`src/rtl/control_sequencer.sv`:
```
// control_sequencer: Moore-style micro-sequencer for a 32-bit load/store CPU.
// Steps through IDLE -> T0..T7 per instruction. It also has HALT and ILLEGAL
// stop states. Outputs are decoded from the state register and IR. CON is also
// used in T6 of br.
//
// Ports
//   Clock     in   1   only clock, rising edge
//   Reset     in   1   synchronous active-high reset -> IDLE
//   IR        in  32   instruction register, opcode = IR[31:27]
//   CON       in   1   branch condition flag
//   Stop      in   1   halt request, honoured in T0 only
//   in_en     out 10   {HIin,LOin,PCin,MDRin,INPORTin,Zin,Yin,MARin,IRin,CONin}
//   out_en    out 10   {HIout,LOout,ZHIout,ZLOout,PCout,MDRout,INPORTout,OUTPORTout,Cout,Yout}
//   gsel      out  6   {Gra,Grb,Grc,Rin,Rout,BAout}
//   Read      out  1   memory read strobe
//   write     out  1   memory write strobe
//   IncPC     out  1   PC increment
//   Run       out  1   low in HALT / ILLEGAL
//   step      out  4   current T-step, 15 outside T0..T7
//   illegal   out  1   unknown-opcode trap flag
//
// Optional feature macro: ILLEGAL_TRAP_EN (trap unknown opcodes into ILLEGAL).
module control_sequencer (
   input  logic        Clock,
   input  logic        Reset,
   input  logic [31:0] IR,
   input  logic        CON,
   input  logic        Stop,
   output logic [9:0]  in_en,
   output logic [9:0]  out_en,
   output logic [5:0]  gsel,
   output logic        Read,
   output logic        write,
   output logic        IncPC,
   output logic        Run,
   output logic [3:0]  step,
   output logic        illegal
);

   localparam int unsigned OPC_W = 5;

   localparam logic [OPC_W-1:0] OP_LD   = 5'b00000;
   localparam logic [OPC_W-1:0] OP_LDI  = 5'b00001;
   localparam logic [OPC_W-1:0] OP_ST   = 5'b00010;
   localparam logic [OPC_W-1:0] OP_ADDI = 5'b01100;
   localparam logic [OPC_W-1:0] OP_ANDI = 5'b01101;
   localparam logic [OPC_W-1:0] OP_ORI  = 5'b01110;
   localparam logic [OPC_W-1:0] OP_BR   = 5'b10010;
   localparam logic [OPC_W-1:0] OP_IN   = 5'b10101;
   localparam logic [OPC_W-1:0] OP_NOP  = 5'b11001;
   localparam logic [OPC_W-1:0] OP_HALT = 5'b11010;

   // bit positions inside the packed strobe buses
   localparam int unsigned IN_PC    = 7;
   localparam int unsigned IN_MDR   = 6;
   localparam int unsigned IN_INP   = 5;
   localparam int unsigned IN_Z     = 4;
   localparam int unsigned IN_Y     = 3;
   localparam int unsigned IN_MAR   = 2;
   localparam int unsigned IN_IR    = 1;
   localparam int unsigned IN_CON   = 0;
   localparam int unsigned OUT_ZLO  = 6;
   localparam int unsigned OUT_PC   = 5;
   localparam int unsigned OUT_MDR  = 4;
   localparam int unsigned OUT_INP  = 3;
   localparam int unsigned OUT_C    = 1;
   localparam int unsigned G_RA     = 5;
   localparam int unsigned G_RB     = 4;
   localparam int unsigned G_RIN    = 2;
   localparam int unsigned G_ROUT   = 1;
   localparam int unsigned G_BA     = 0;

   typedef enum logic [3:0] {
      S_IDLE, S_T0, S_T1, S_T2, S_T3, S_T4, S_T5, S_T6, S_T7, S_HALT, S_ILLEGAL
   } state_t;

   state_t            state_q, state_d;
   logic [OPC_W-1:0]  opcode;
   logic              unused_ir;

   assign opcode    = IR[31:27];
   assign unused_ir = ^IR[26:0];

   // state register
   always_ff @(posedge Clock) begin
      if (Reset) state_q <= S_IDLE;
      else       state_q <= state_d;
   end

   // next-state decode
   always_comb begin
      state_d = state_q;
      unique case (state_q)
         S_IDLE: state_d = S_T0;
         S_T0:   state_d = Stop ? S_HALT : S_T1;
         S_T1:   state_d = S_T2;
         S_T2: begin
            case (opcode)
               OP_LD, OP_LDI, OP_ST, OP_ADDI, OP_ANDI, OP_ORI, OP_BR, OP_IN:
                  state_d = S_T3;
               OP_NOP:  state_d = S_T0;
               OP_HALT: state_d = S_HALT;
`ifdef ILLEGAL_TRAP_EN
               default: state_d = S_ILLEGAL;
`else
               default: state_d = S_T0;
`endif
            endcase
         end
         S_T3: state_d = (opcode == OP_IN) ? S_T0 : S_T4;
         S_T4: state_d = S_T5;
         S_T5: state_d = (opcode == OP_LD || opcode == OP_ST || opcode == OP_BR) ? S_T6 : S_T0;
         S_T6: state_d = (opcode == OP_BR) ? S_T0 : S_T7;
         S_T7: state_d = S_T0;
         S_HALT:    state_d = S_HALT;
         S_ILLEGAL: state_d = S_ILLEGAL;
         default:   state_d = S_IDLE;
      endcase
   end

   // strobe decode from state and opcode
   always_comb begin
      in_en   = '0;
      out_en  = '0;
      gsel    = '0;
      Read    = 1'b0;
      write   = 1'b0;
      IncPC   = 1'b0;
      Run     = 1'b1;
      step    = 4'd15;
      illegal = 1'b0;
      case (state_q)
         S_T0: begin
            step = 4'd0;
            out_en[OUT_PC] = 1'b1; in_en[IN_MAR] = 1'b1; in_en[IN_Z] = 1'b1; IncPC = 1'b1;
         end
         S_T1: begin
            step = 4'd1;
            out_en[OUT_ZLO] = 1'b1; in_en[IN_PC] = 1'b1; in_en[IN_MDR] = 1'b1; Read = 1'b1;
         end
         S_T2: begin
            step = 4'd2;
            out_en[OUT_MDR] = 1'b1; in_en[IN_IR] = 1'b1;
         end
         S_T3: begin
            step = 4'd3;
            if (opcode == OP_BR) begin
               gsel[G_RA] = 1'b1; gsel[G_ROUT] = 1'b1; in_en[IN_CON] = 1'b1;
            end else if (opcode == OP_IN) begin
               out_en[OUT_INP] = 1'b1; gsel[G_RA] = 1'b1; gsel[G_RIN] = 1'b1;
            end else if (opcode == OP_ADDI || opcode == OP_ANDI || opcode == OP_ORI) begin
               gsel[G_RB] = 1'b1; gsel[G_ROUT] = 1'b1; in_en[IN_Y] = 1'b1;
            end else begin
               // ld / ldi / st: base register via BAout (r0 reads as zero)
               gsel[G_RB] = 1'b1; gsel[G_BA] = 1'b1; in_en[IN_Y] = 1'b1;
            end
         end
         S_T4: begin
            step = 4'd4;
            if (opcode == OP_BR) begin
               out_en[OUT_PC] = 1'b1; in_en[IN_Y] = 1'b1;
            end else begin
               out_en[OUT_C] = 1'b1; in_en[IN_Z] = 1'b1;
            end
         end
         S_T5: begin
            step = 4'd5;
            if (opcode == OP_BR) begin
               out_en[OUT_C] = 1'b1; in_en[IN_Z] = 1'b1;
            end else if (opcode == OP_LD || opcode == OP_ST) begin
               out_en[OUT_ZLO] = 1'b1; in_en[IN_MAR] = 1'b1;
            end else begin
               out_en[OUT_ZLO] = 1'b1; gsel[G_RA] = 1'b1; gsel[G_RIN] = 1'b1;
            end
         end
         S_T6: begin
            step = 4'd6;
            if (opcode == OP_BR) begin
               // branch taken only if CON is set in this step
               out_en[OUT_ZLO] = CON; in_en[IN_PC] = CON;
            end else if (opcode == OP_ST) begin
               gsel[G_RA] = 1'b1; gsel[G_ROUT] = 1'b1; in_en[IN_MDR] = 1'b1;
            end else begin
               Read = 1'b1; in_en[IN_MDR] = 1'b1;
            end
         end
         S_T7: begin
            step = 4'd7;
            if (opcode == OP_ST) begin
               write = 1'b1;
            end else begin
               out_en[OUT_MDR] = 1'b1; gsel[G_RA] = 1'b1; gsel[G_RIN] = 1'b1;
            end
         end
         S_HALT: Run = 1'b0;
         S_ILLEGAL: begin
            Run = 1'b0;
`ifdef ILLEGAL_TRAP_EN
            illegal = 1'b1;
`endif
         end
         default: ;
      endcase
   end

endmodule

```
`config.mk`:
```
export PLATFORM = sky130hd
export DESIGN_NAME = control_sequencer
export DESIGN_NICKNAME = d
export VERILOG_FILES = /design/src/rtl/control_sequencer.sv
export SDC_FILE = /design/constraint.sdc
export NUM_CORES = 1
export LEC_CHECK = 0
export CAP_MARGIN = 20
export CORE_AREA = 2 2 51 63
export DETAILED_ROUTE_END_ITERATION = 12
export DIE_AREA = 0 0 53 65
export GPL_ROUTABILITY_DRIVEN = 0
export PLACE_DENSITY = 0.77
export SLEW_MARGIN = 40
export SYNTH_ARGS = -nofsm -noshare
export SYNTH_HDL_FRONTEND = slang
export SYNTH_SLANG_ARGS = --single-unit
```
`constraint.sdc`:
```
create_clock -name Clock -period 1.9 [get_ports Clock]
set_input_delay 0.285 -clock Clock [delete_from_list [all_inputs] [get_ports Clock]]
set_output_delay 0.285 -clock Clock [all_outputs]
set_load 0.01 [all_outputs]
```
==> summary.txt <==
Largest Register - state_q
DRT Pass-1 Iters - 4
Tot Pwr - 0.000664 W
Slew Limit Fails - 0
Leak - 0.759 nW
worst skew pair latency - 0.24 ns
initial detailed-routing violation count - 18
flops & latches, synth - 4
grt ovf - 0
final period utilization - 0.973
io pins - 71
DR vias/cell - 4.89
HPWL after detailed placement - 2240 um
Reg clk slew, reported paths - 0.04 ns
WP data required - 1.62 ns
largest net degree at the start of global routing - 15
worst-path cell chain - buf_4 > nor3_2 > or3b_2 > clkdlybuf4s15_2
CTS sink cnt - 4
status - complete, no violations
port bufs - 33
final setup fails - 0
commonest cells after routing, fill and taps aside - buf_4 (39), nand2_1 (12), conb_1 (10), buf_2 (10), dlygate4sd2_1 (10)
Diodes inserted - 0
mapped cell area - 897 um2
worst slack, placed - -0.759 ns
vias in the first global route - 1125
root buf cell - clkbuf_4
Final Hold Vio Count - 0
Hold Path Stages - 2
top_reg_cell synth - dfxtp_1
Slowest-stage cell, CP - or3b_2
Synth cell types - 48
DIE AREA - 0.00345 mm2
ys async rst share - 0
number of buffers created by CTS - 3
layout net count - 237
Final Critical Period - 1.85 ns
post-synthesis sequential area ratio - 0.0893
fmax - 541 MHz
DRC Markers - 0
Max Buffers Root-to-Sink - 2
core footprint - 0.00289 mm2
skew final - 0.00381 ns
crit-path max cell delay - 0.44 ns
Max-Cap Viols - 0
die width - 53 um
largest registers - state_q: 4 flops
Crit Reg-Reg Startpoint - state_q[1]
drt total wl - 2920 um
number of flops mapped to enable cells by yosys - 0
Buf/Inv on CP - 2
WS Path Type - register to primary output
H-tree lvl count - 1
Post-Syn Area per Cell - 6.75 um2
R2R Setup Slk - 0.34 ns
initial antenna violation count - 0
layout cells sized above 1 - 0.447
Hold Crit Endpoint - state_q[3]
first-pass GRT wire length - 4770 um
Worst Reg2Reg Path Length in Cells - 6
Max rail drop VDD - 255 uV
worst hold path type - register to register
DR WL/cell - 12.4 um
Crit path max-delay family - simple AND/OR/NAND/NOR gates
DRT antenna net count - 0
initial core utilization - 0.310
GRT Total Usage - 0.181
post-cts hold buffer count - 0
Ys Warns - 0
CP Launch Type - register
Die Ht - 65 um
worst reg2reg endpoint - state_q[0]
Setup crit end kind - primary output
Layout area overhead - 69.5%
critical path arrival - 1.56 ns
setup ws final - 0.0505 ns
commonest non-fill, non-tap cell in the layout - buf_4
Mapped Cells - 133
TritonCTS clock tree - built
number of flip-flops in the largest register - 4
PwrDens - 437 mW/mm2
Vias - 1148
Setup TNS Final - 0 ns
Worst Hold Launch - state_q[2]
Max FO, Critical Path - 9
Std-Cell Rows - 22
hold slack - 0.627 ns
==> layout make-up <==
cell class	instances	area, um2
Clock buffer	3	22.5
Fill cell	296	1370
Inverter	6	22.5
Multi-Input combinational cell	112	769
Sequential cell	4	85.1
Tap cell	36	45.0
Timing Repair Buffer	74	576
==> stage by stage <==
| stage | instance area, um2 | std cells | utilization |
|---|---|---|---|
| after detailed placement | 1470 | 229 | 0.509 |
| final | 1520 | 235 | 0.526 |
| after global routing | 1520 | 235 | 0.526 |
| after floorplan | 931 | 142 | - |
| after CTS | 1520 | 234 | 0.526 |
| after global placement | 1470 | 229 | 0.509 |
==> worst register-to-register path, cell delays in order, from the launching register on <==
cell	delay, ns
dfxtp_2	0.34
buf_4	0.16
buf_4	0.13
a21o_1	0.16
a21oi_1	0.36
and3_1	0.22
a22o_1	0.13
==> routing by layer <==
layer  vias to the layer above  wire (um)  GRT usage
li1                        585          -          -
met1                       527       1180      0.202
met2                        36       1610      0.336
met3                         0        125     0.0207
met4                         0          0     0.0673
met5                         -          0          0
==> Yosys cell counts, types with 2 or more instances <==
cell type   n  area share
nand2_1    13       0.054
nor2_1     12       0.050
buf_4      10       0.084
a21oi_1     8       0.045
nand2b_1    7       0.049
inv_1       6       0.025
nand3_1     6       0.033
nor2b_1     6       0.042
buf_2       5       0.028
a211oi_1    4       0.033
dfxtp_1     4       0.089
nor3_1      4       0.022
clkbuf_1    3       0.013
a31oi_1     2       0.014
and2_1      2       0.014
and3_1      2       0.014
buf_6       2       0.025
nand4_1     2       0.014
o211ai_1    2       0.017
o21ai_0     2       0.011
o21ai_1     2       0.011
or2_1       2       0.014
xor2_1      2       0.020
==> cells by family after synthesis <==
kind of cell    after synthesis  synth area share
flops                         4            0.0893
mux                           1            0.0112
compound gates               34             0.282
buf+inv                      26             0.174
other cells                   1           0.00418
xor+xnor                      2            0.0195
simple gates                 65             0.420
==> power breakdown <==
group          leakage (nW)  switching, W  internal (W)
Combinational         0.711      0.000215      0.000234
Clock                0.0138     0.0000360     0.0000708
Sequential           0.0343     0.0000139     0.0000943
==> worst max-delay path by stage <==
stage               cells past startpoint  startpoint  endpoint
floorplan                               3      IR[27]  in_en[2]
global route                            5  state_q[2]   step[3]
global placement                        6      IR[27]   gsel[5]
CTS                                     5      IR[28]   gsel[5]
detailed placement                      6      IR[27]   gsel[5]
finish                                  4  state_q[2]   step[2]
==> repair_timing <==
action | in CTS | in global routing
setup buffers | 2 | 1
endpoints found under the setup margin | 23 | 17
resized for setup | 78 | 18
pin swaps | 5 | 4
No activity file was read; power rests on OpenSTA's default activity.
